[config.mk]
export PLATFORM = sky130hd
export DESIGN_NAME = jk_bank_sequencer
export DESIGN_NICKNAME = d
export VERILOG_FILES = /design/src/rtl/jk_pkg.sv /design/src/rtl/jk_reg_bank.sv /design/src/rtl/jk_bank_sequencer.sv
export SDC_FILE = /design/constraint.sdc
export NUM_CORES = 1
export LEC_CHECK = 0
export CAP_MARGIN = 20
export CORE_MARGIN = 2
export CORE_UTILIZATION = 43
export CTS_CLUSTER_SIZE = 24
export DETAILED_ROUTE_END_ITERATION = 6
export PLACE_DENSITY = 0.81
export SLEW_MARGIN = 10
export SYNTH_ARGS = -nofsm -noshare
export SYNTH_HDL_FRONTEND = slang
export SYNTH_SLANG_ARGS = --single-unit
[constraint.sdc]
create_clock -name clk -period 2.44 [get_ports clk]
set_input_delay 0.366 -clock clk [delete_from_list [all_inputs] [get_ports clk]]
set_output_delay 0.366 -clock clk [all_outputs]
set_load 0.03 [all_outputs]
[src/rtl/jk_pkg.sv]
// Package: jk_pkg
// Purpose: shared opcode encodings, FSM state type and the JK next-state
//          helper used by the bank sequencer and its flop bank.
// Contents:
//   JK_HOLD/JK_CLR/JK_SET/JK_TGL  2-bit opcodes, bit 1 = J, bit 0 = K
//   state_t                       sequencer FSM states (ST_IDLE, ST_EXEC)
//   jk_next()                     JK flip-flop truth table for one bit
package jk_pkg;

  localparam logic [1:0] JK_HOLD = 2'b00;
  localparam logic [1:0] JK_CLR  = 2'b01;
  localparam logic [1:0] JK_SET  = 2'b10;
  localparam logic [1:0] JK_TGL  = 2'b11;

  typedef enum logic [0:0] {
    ST_IDLE = 1'b0,
    ST_EXEC = 1'b1
  } state_t;

  // Next value of a single JK flop given its present value and J/K inputs.
  function automatic logic jk_next(input logic q_cur, input logic j_in, input logic k_in);
    logic q_nxt;
    case ({j_in, k_in})
      JK_HOLD: q_nxt = q_cur;
      JK_CLR:  q_nxt = 1'b0;
      JK_SET:  q_nxt = 1'b1;
      JK_TGL:  q_nxt = ~q_cur;
      default: q_nxt = q_cur;
    endcase
    return q_nxt;
  endfunction

endpackage

[src/rtl/jk_reg_bank.sv]
// Module: jk_reg_bank
// Purpose: WIDTH independent JK flip-flops with synchronous active-high clear.
// Ports:
//   clk  in   rising-edge clock
//   rst  in   synchronous clear, active high (q -> 0)
//   j    in   WIDTH  J inputs, one per flop
//   k    in   WIDTH  K inputs, one per flop
//   q    out  WIDTH  registered flop state
module jk_reg_bank
  import jk_pkg::*;
#(
  parameter int WIDTH = 8
) (
  input  logic             clk,
  input  logic             rst,
  input  logic [WIDTH-1:0] j,
  input  logic [WIDTH-1:0] k,
  output logic [WIDTH-1:0] q
);

  logic [WIDTH-1:0] q_q;
  logic [WIDTH-1:0] q_d;

  // Per-bit JK truth table.
  always_comb begin
    q_d = q_q;
    for (int i = 0; i < WIDTH; i++) begin
      q_d[i] = jk_next(q_q[i], j[i], k[i]);
    end
  end

  // Flop bank with synchronous clear.
  always_ff @(posedge clk) begin
    if (rst) begin
      q_q <= {WIDTH{1'b0}};
    end else begin
      q_q <= q_d;
    end
  end

  assign q = q_q;

endmodule

[src/rtl/jk_bank_sequencer.sv]
// Module: jk_bank_sequencer
// Purpose: shares one WIDTH-bit JK bank between N_REQ requesters. A round-robin
//          arbiter picks one request, its opcode/mask/length are latched, and the
//          bank's J/K inputs are driven for max(len,1) edges on the masked bits.
// Ports:
//   clk   in   rising-edge clock
//   rst   in   synchronous, active-high reset (aborts any running command)
//   req   in   N_REQ        request level per requester
//   cmd   in   2*N_REQ      opcode per requester, slice r = [2r+1:2r]
//   mask  in   N_REQ*WIDTH  bit enable per requester, slice r = [WIDTH*r +: WIDTH]
//   len   in   N_REQ*LEN_W  edges to apply per requester, 0 behaves as 1
//   gnt   out  N_REQ        one-hot grant, single-cycle pulse
//   busy  out  high while a command executes
//   done  out  single-cycle pulse after the last application edge
//   q     out  WIDTH        JK bank state
module jk_bank_sequencer
  import jk_pkg::*;
#(
  parameter int N_REQ = 4,
  parameter int WIDTH = 8,
  parameter int LEN_W = 4
) (
  input  logic                   clk,
  input  logic                   rst,
  input  logic [N_REQ-1:0]       req,
  input  logic [2*N_REQ-1:0]     cmd,
  input  logic [N_REQ*WIDTH-1:0] mask,
  input  logic [N_REQ*LEN_W-1:0] len,
  output logic [N_REQ-1:0]       gnt,
  output logic                   busy,
  output logic                   done,
  output logic [WIDTH-1:0]       q
);

  localparam int PTR_W = (N_REQ > 1) ? $clog2(N_REQ) : 1;
  localparam logic [PTR_W-1:0] LAST_IDX = PTR_W'(N_REQ - 1);

  state_t             state_q, state_d;
  logic [PTR_W-1:0]   ptr_q, ptr_d;
  logic [1:0]         op_q, op_d;
  logic [WIDTH-1:0]   mask_q, mask_d;
  logic [LEN_W-1:0]   cnt_q, cnt_d;
  logic [N_REQ-1:0]   gnt_q, gnt_d;
  logic               busy_q, busy_d;
  logic               done_q, done_d;

  logic               win_vld_s;
  logic [PTR_W-1:0]   win_idx_s;
  logic [1:0]         win_op_s;
  logic [WIDTH-1:0]   win_mask_s;
  logic [LEN_W-1:0]   win_len_s;
  logic [N_REQ-1:0]   win_onehot_s;
  logic               last_s;
  logic               exec_s;
  logic [WIDTH-1:0]   bank_j_s;
  logic [WIDTH-1:0]   bank_k_s;

  // Round-robin search: first set request at or above ptr, wrapping upward.
  always_comb begin
    win_vld_s = 1'b0;
    win_idx_s = {PTR_W{1'b0}};
    for (int i = 0; i < N_REQ; i++) begin
      win_idx_s = (!win_vld_s && req[(int'(ptr_q) + i) % N_REQ])
                  ? PTR_W'((int'(ptr_q) + i) % N_REQ) : win_idx_s;
      win_vld_s = win_vld_s | req[(int'(ptr_q) + i) % N_REQ];
    end
  end

  assign win_op_s     = cmd[2*win_idx_s +: 2];
  assign win_mask_s   = mask[WIDTH*win_idx_s +: WIDTH];
  assign win_len_s    = len[LEN_W*win_idx_s +: LEN_W];
  assign win_onehot_s = {{(N_REQ-1){1'b0}}, 1'b1} << win_idx_s;
  assign last_s       = (cnt_q == {LEN_W{1'b0}});

  // FSM state register.
  always_ff @(posedge clk) begin
    if (rst) begin
      state_q <= ST_IDLE;
    end else begin
      state_q <= state_d;
    end
  end

  // FSM next-state logic.
  always_comb begin
    state_d = state_q;
    case (state_q)
      ST_IDLE: state_d = win_vld_s ? ST_EXEC : ST_IDLE;
      ST_EXEC: state_d = last_s ? ST_IDLE : ST_EXEC;
      default: state_d = ST_IDLE;
    endcase
  end

  // FSM outputs, computed one cycle ahead so gnt/busy/done leave flops.
  always_comb begin
    gnt_d  = {N_REQ{1'b0}};
    busy_d = 1'b0;
    done_d = 1'b0;
    case (state_q)
      ST_IDLE: begin
        gnt_d  = win_vld_s ? win_onehot_s : {N_REQ{1'b0}};
        busy_d = win_vld_s;
        done_d = 1'b0;
      end
      ST_EXEC: begin
        gnt_d  = {N_REQ{1'b0}};
        busy_d = ~last_s;
        done_d = last_s;
      end
      default: begin
        gnt_d  = {N_REQ{1'b0}};
        busy_d = 1'b0;
        done_d = 1'b0;
      end
    endcase
  end

  // Command latch, repeat counter and round-robin pointer update.
  always_comb begin
    op_d   = op_q;
    mask_d = mask_q;
    cnt_d  = cnt_q;
    ptr_d  = ptr_q;
    case (state_q)
      ST_IDLE: begin
        if (win_vld_s) begin
          op_d   = win_op_s;
          mask_d = win_mask_s;
          // len = 0 behaves as a single application.
          cnt_d  = (win_len_s == {LEN_W{1'b0}}) ? {LEN_W{1'b0}}
                                                 : win_len_s - {{(LEN_W-1){1'b0}}, 1'b1};
          ptr_d  = (win_idx_s == LAST_IDX) ? {PTR_W{1'b0}}
                                           : win_idx_s + {{(PTR_W-1){1'b0}}, 1'b1};
        end else begin
          op_d   = op_q;
          mask_d = mask_q;
          cnt_d  = cnt_q;
          ptr_d  = ptr_q;
        end
      end
      ST_EXEC: begin
        cnt_d = last_s ? cnt_q : cnt_q - {{(LEN_W-1){1'b0}}, 1'b1};
      end
      default: begin
        cnt_d = {LEN_W{1'b0}};
      end
    endcase
  end

  // Datapath and output registers.
  always_ff @(posedge clk) begin
    if (rst) begin
      ptr_q  <= {PTR_W{1'b0}};
      op_q   <= JK_HOLD;
      mask_q <= {WIDTH{1'b0}};
      cnt_q  <= {LEN_W{1'b0}};
      gnt_q  <= {N_REQ{1'b0}};
      busy_q <= 1'b0;
      done_q <= 1'b0;
    end else begin
      ptr_q  <= ptr_d;
      op_q   <= op_d;
      mask_q <= mask_d;
      cnt_q  <= cnt_d;
      gnt_q  <= gnt_d;
      busy_q <= busy_d;
      done_q <= done_d;
    end
  end

  // J/K gating: the latched opcode reaches only masked bits and only in EXEC.
  assign exec_s   = (state_q == ST_EXEC);
  assign bank_j_s = exec_s ? (mask_q & {WIDTH{op_q[1]}}) : {WIDTH{1'b0}};
  assign bank_k_s = exec_s ? (mask_q & {WIDTH{op_q[0]}}) : {WIDTH{1'b0}};

  jk_reg_bank #(
    .WIDTH (WIDTH)
  ) u_bank (
    .clk (clk),
    .rst (rst),
    .j   (bank_j_s),
    .k   (bank_k_s),
    .q   (q)
  );

  assign gnt  = gnt_q;
  assign busy = busy_q;
  assign done = done_q;

endmodule

==> results of run 1 <==
==> per-layer routing <==
metal	vias to the layer above	track usage	part of all wire
met1	1003	0.2904	0.42
met2	73	0.3953	0.51
met3	7	0.03655	0.057
met5	-	0	0
met4	0	0.08061	0.012
li1	1099	-	-
==> what timing repair did <==
item                       4_1_cts  5_1_grt
cloned                           0        0
pin swaps                        3        5
gates resized for setup          4       10
hold endpoints to repair         0        0
setup endpoints to repair        3        4
setup buffers                    0        1
hold buffers                     0        0
==> cell type report <==
| type | count | area (sq um) |
|---|---|---|
| clock buffer | 6 | 82.58 |
| sequential | 30 | 600.6 |
| timing repair buffer | 98 | 975.9 |
| inverter | 5 | 18.77 |
| multi-input combinational | 208 | 1155 |
| clock inverter | 1 | 30.03 |
| fill | 332 | 1104 |
| tap | 50 | 62.56 |
==> kinds of logic after synthesis <==
kind of cell,synth area share
simple gates,0.3833
flops,0.3297
compound gates,0.2122
fa+ha+maj,0.01373
buf+inv,0.06113
==> worst register-to-register path, delay by kind of cell (launching register included) <==
kind | cells | cell delay, ns
AND/OR/NAND/NOR | 4 | 1.40
flip-flops | 1 | 0.55
AO/OA/AOI/OAI | 2 | 0.30
==> path summary, 6_finish.rpt <==
check,from,end,slack (ns)
min,op_q[0],op_q[0],0.46
min reg2reg,op_q[0],op_q[0],0.46
max,ptr_q[1],cnt_q[2],0.13
max reg2reg,ptr_q[1],cnt_q[2],0.13
==> power breakdown <==
part	switching, mW	internal, mW
Combinational	0.545	0.512
Clock	0.180	0.326
Sequential	0.0726	0.583
Total	0.797	1.42
==> state kept, by name (all words and copies together) (netlist names) <==
signal / flops
u_bank.q: 8
cnt_q: 4
op_q: 2
done: 1
ptr_q: 2
exec_s: 1
mask_q: 8
gnt: 4
==> cells in the final DEF (no fill, tap or decap), drive strengths merged, types with 6 or more instances in the layout <==
cell	count
a21oi	25
a311oi	7
and2	6
buf	23
clkbuf	6
clkdlybuf4s50	71
dfxtp	30
nand2	65
nand3	39
nor2	14
nor4	6
==> metrics.txt, run 1 <==
status finished clean; required time worst endpoint around 2.7 ns; H-tree levels 2; PortBufs 75; first-pass GRT wire length approximately 9.1 mm; clock buffer depth 2; die area approximately 0.0048 sq mm; CTS tree done; ANT cells 0; Worst R2R Path Depth 6; DP Area 0.002758 sq mm; final net count 412; DR DRC count 0; total number of yosys warnings 0; WS Path Type reg2reg; power per cell area 758.1 mW/mm^2; Worst-Margin Slew between 0.8 and 0.9 ns; Max IR drop VDD 0.0004219 V; Netlist cell types 35; ys flop type dfxtp_1; Max Freq 433.7 MHz; detailed placer's ending HPWL between 4 and 5 mm; clock transition at the registers of the reported paths roughly 0.06 ns; Cell Area, Synth between 0.0015 and 0.002 sq mm; clk_lat worst skew around 0.28 ns; RSZ-0062 raised after global routing false; CP max-delay cell or4b_4; Via density 5.482; TritonRoute pass-1 iters 4; number of global-route vias before repair approximately 2000; Startpoint Class flip-flop; Clock Tree Root clkbuf_8; Rel. slew slack 0.4098; Period Utilization, post-route 0.9449; Sum Neg Setup Slack 0 ns; leakage power 1.171 nW; Hold Crit Depth 2; Initial Utilization 0.4522; hold_ws 0.4551 ns; max cap viols 0; WL final 5.637 mm; fin cells 398; Rows 23; Critical Path Stages 6; total CTS buffers 5; minimum clock period about 2.3 ns; fin worst setup slack roughly 0.13 ns; Final Hold Viols 0; worst path buffer plus inverter count 0; cells along the critical path or4b_4 -> nand3_1 -> a32oi_2 -> or2_4 -> or3b_1 -> a31oi_1; clk sink count 30; # IOs 76; register bit count reported by yosys 30; post-detailed-route count of antenna-violating nets 0; largest net degree at the start of global routing 24; clk_skew 0.004372 ns; GRT Total Usage 0.2300; DR vias 2182; Finished Core Util 0.7261; top cells by area, synth dfxtp_1 33%, nand2_1 13%, nand3_1 11%; height of the die 69.09 um; Final Power between 2 and 2.5 mW; Worst path max stage delay about 0.6 ns; cell family with most CP delay simple AND/OR/NAND/NOR gates; GPL Wtd Cong 0.7814; Initial DRC Count 130; Post-synth EDFFs 0; Slew Viols, Final 0; Synth Instances 263; remaining global-route overflow 0; Seq/Total Area, Yosys 0.3297; Hold Path Class reg2reg; final setup fails 0; dpl ws -0.3358 ns; initial antenna violation count 0; top cells by count, synth 65 x nand2_1, 39 x nand3_1, 30 x dfxtp_1; P&R area growth vs syn 60.58%; Synth area leader dfxtp_1; most common cell in the netlist nand2_1; area fraction of the dominant cell type after synthesis 0.3297; design area 0.002925 sq mm; post-synth net total 327; share of layout cells above drive strength 1 0.1351; die width 69.09 um; WL/cell ~14 um; DP Cell Count 390; ys async rst share 0; area of the core approximately 0.0040 sq mm; Syn Area/Cell 6.927 sq um; crit path capture type flip-flop; CP Data Arrival Time 2.51 ns; crit-path max FO 13
Note: power is estimated with default switching activity, not from simulation.
==> run 2: changes to the inputs <==
- ABC_AREA: not set -> 0
- CORE_UTILIZATION: 43 -> 40
- CTS_BUF_LIST: not set -> sky130_fd_sc_hd__clkbuf_4
- PLACE_DENSITY: 0.81 -> 0.79
- clock period: 2.44 -> 2.1 ns (I/O delays scaled with it)
==> run 2 against run 1 <==
Cell count grew 3.0%. Critical endpoint unchanged. First-iteration DRC count down 22%. Worst hold slack better by 0.0030 ns. The flow now finishes with violations (negative setup slack). Non-clock buffer count is 9 higher.
==> metrics.txt, run 2 (synthesis results as in run 1) <==
Via density 5.400 (-1.5%); ANT cells 0 (unchanged); clk_lat worst skew 0.31 ns (+0.03 ns); multi-input logic area 0.001234 sq mm (+6.8%); Worst-Margin Slew 0.5190 ns (-0.3631 ns); final net count 422 (+2.4%); post-detailed-route count of antenna-violating nets 0 (unchanged); max cap viols 0 (unchanged); Initial Utilization 0.4155 (-0.03665); RSZ-0062 raised after global routing true; Worst path max stage delay 0.53 ns (-0.06 ns); total CTS buffers 5 (unchanged); Hold Path Class reg2reg; PortBufs 75 (unchanged); largest net degree at the start of global routing 25 (+4.2%); cells along the critical path nor2b_4 -> or4b_4 -> buf_6 -> nand3_1 -> a32oi_2 -> or2_4 -> or3b_1 -> a31oi_1; detailed placer's ending HPWL 4.144 mm (-2.5%); area of the core 0.004384 sq mm (+8.8%); GPL Wtd Cong 0.8643 (+11%); Rel. slew slack 0.6508 (+0.2410); most frequent cells in the layout 71 x clkdlybuf4s50_1, 65 x nand2_1, 37 x nand3_1; GRT Total Usage 0.2195 (-0.01051); dpl ws -0.6277 ns (-0.2919 ns); power per cell area 833.4 mW/mm^2 (+9.9%); failing checks negative setup slack; Max IR drop VDD 0.0004132 V (-2.1%); leakage power 1.193 nW (+1.8%); CP Data Arrival Time 2.43 ns (-0.08 ns); fin worst setup slack -0.08796 ns (-0.2223 ns); Period Utilization, post-route 1.042 (+0.09694); Startpoint Class flip-flop; clock transition at the registers of the reported paths 0.08 ns (+0.02 ns); CTS tree done; TritonRoute pass-1 iters 4 (unchanged); P&R area growth vs syn 65.32%; share of layout cells above drive strength 1 0.1816 (+0.04651); Clock Tree Root clkbuf_4; die area 0.005110 sq mm (+7.1%); hold_ws 0.4581 ns (+0.002998 ns); minimum clock period 2.188 ns (-0.1177 ns); design area 0.003012 sq mm (+3.0%); Reg area 608.1 sq um (+1.2%); DP Area 0.002790 sq mm (+1.2%); status finished with violations; crit-path max FO 6 (-7); DR DRC count 0 (unchanged); Max Freq 457.0 MHz (+5.4%); crit path capture type flip-flop; die width 71.49 um (+3.5%); final setup fails 3 (+3); commonest non-fill, non-tap cell in the layout clkdlybuf4s50_1; number of global-route vias before repair 2128 (+4.9%); clk_skew 0.004718 ns (+0.0003455 ns); # IOs 76 (unchanged); required time worst endpoint 2.34 ns (-0.31 ns); Hold Buf Count CTS 0 (unchanged); DR vias 2214 (+1.5%); CP max-delay cell or4b_4; H-tree levels 2 (unchanged); first-pass GRT wire length 9.128 mm (+0.76%); WL final 5.560 mm (-1.4%); clk sink count 30 (unchanged); height of the die 71.49 um (+3.5%); clock buffer depth 2 (unchanged); WS Path Type reg2reg; Final Hold Viols 0 (unchanged); Initial DRC Count 101 (-22%); Slew Viols, Final 0 (unchanged); remaining global-route overflow 0 (unchanged); WL/cell 13.56 um (-4.3%); Fill cells 362 (+9.0%); initial antenna violation count 0 (unchanged); Rows 24 (+4.3%)
-- run 2: cell count changes in the layout (fill, tap and decap cells not counted), sizes merged --
cell	before	now
dlygate4sd2	2	3
clkinv	0	1
buf	23	32
dlymetal6s2s	2	0
or4	1	2
-- run 2: where the power goes --
group	leakage [nW]	internal [mW]	switching, mW	total (mW)
logic	0.907	0.646	0.682	1.33
registers	0.247	0.680	0.0809	0.761
clock network	0.0387	0.240	0.180	0.421
-- run 2: worst max-delay path: cells and delay by family (launching register included) --
family	cells	cell delay, ns
flip-flops	1	0.39
AND/OR/NAND/NOR	5	1.36
AO/OA/AOI/OAI	2	0.21
buffers and inverters	1	0.16
-- run 2: cell type report --
cell class	instances	area share
clock buffers	5	0.01246
repair buffers	107	0.3369
multi-input cells	209	0.4096
clock inverters	2	0.01122
well taps	52	0.02160
inverters	5	0.006232
flip-flops and latches	30	0.2019
-- run 2: metal layers --
metal / global-route usage / wire length, um
met5: 0 / 0
met1: 0.2780 / 2459
met3: 0.04360 / 272
met4: 0.09644 / 118
met2: 0.3621 / 2710
-- run 2: stage by stage --
step	total power, mW	setup TNS (ns)	cells	util
after floorplan	1.476	-0.05548	263	-
after global placement	1.916	-5.427	398	0.6364
after detailed placement	1.951	-6.249	398	0.6364
after CTS	2.468	-0.01741	409	0.6778
after global routing	2.687	-0.3196	410	0.6869
final	2.510	-0.1025	410	0.6869
-- run 2: what timing repair did --
item | CTS | global route
setup endpoints to repair | 8 | 4
cloned | 1 | 0
resized for setup | 25 | 8
pin swaps | 10 | 6
setup buffers | 3 | 1
-- run 2: worst paths after layout --
check,from,endpoint,slack (ns),cells past startpoint
max reg2reg,ptr_q[0],cnt_q[2],-0.09,8
min,op_q[1],op_q[1],0.46,2
max,ptr_q[0],cnt_q[2],-0.09,8
min reg2reg,op_q[1],op_q[1],0.46,2
==> run 3: changes to the inputs <==
- GPL_ROUTABILITY_DRIVEN: not set -> 0
==> results of run 3 <==
The final DEF is identical to that of run 2; final timing and power are the same.
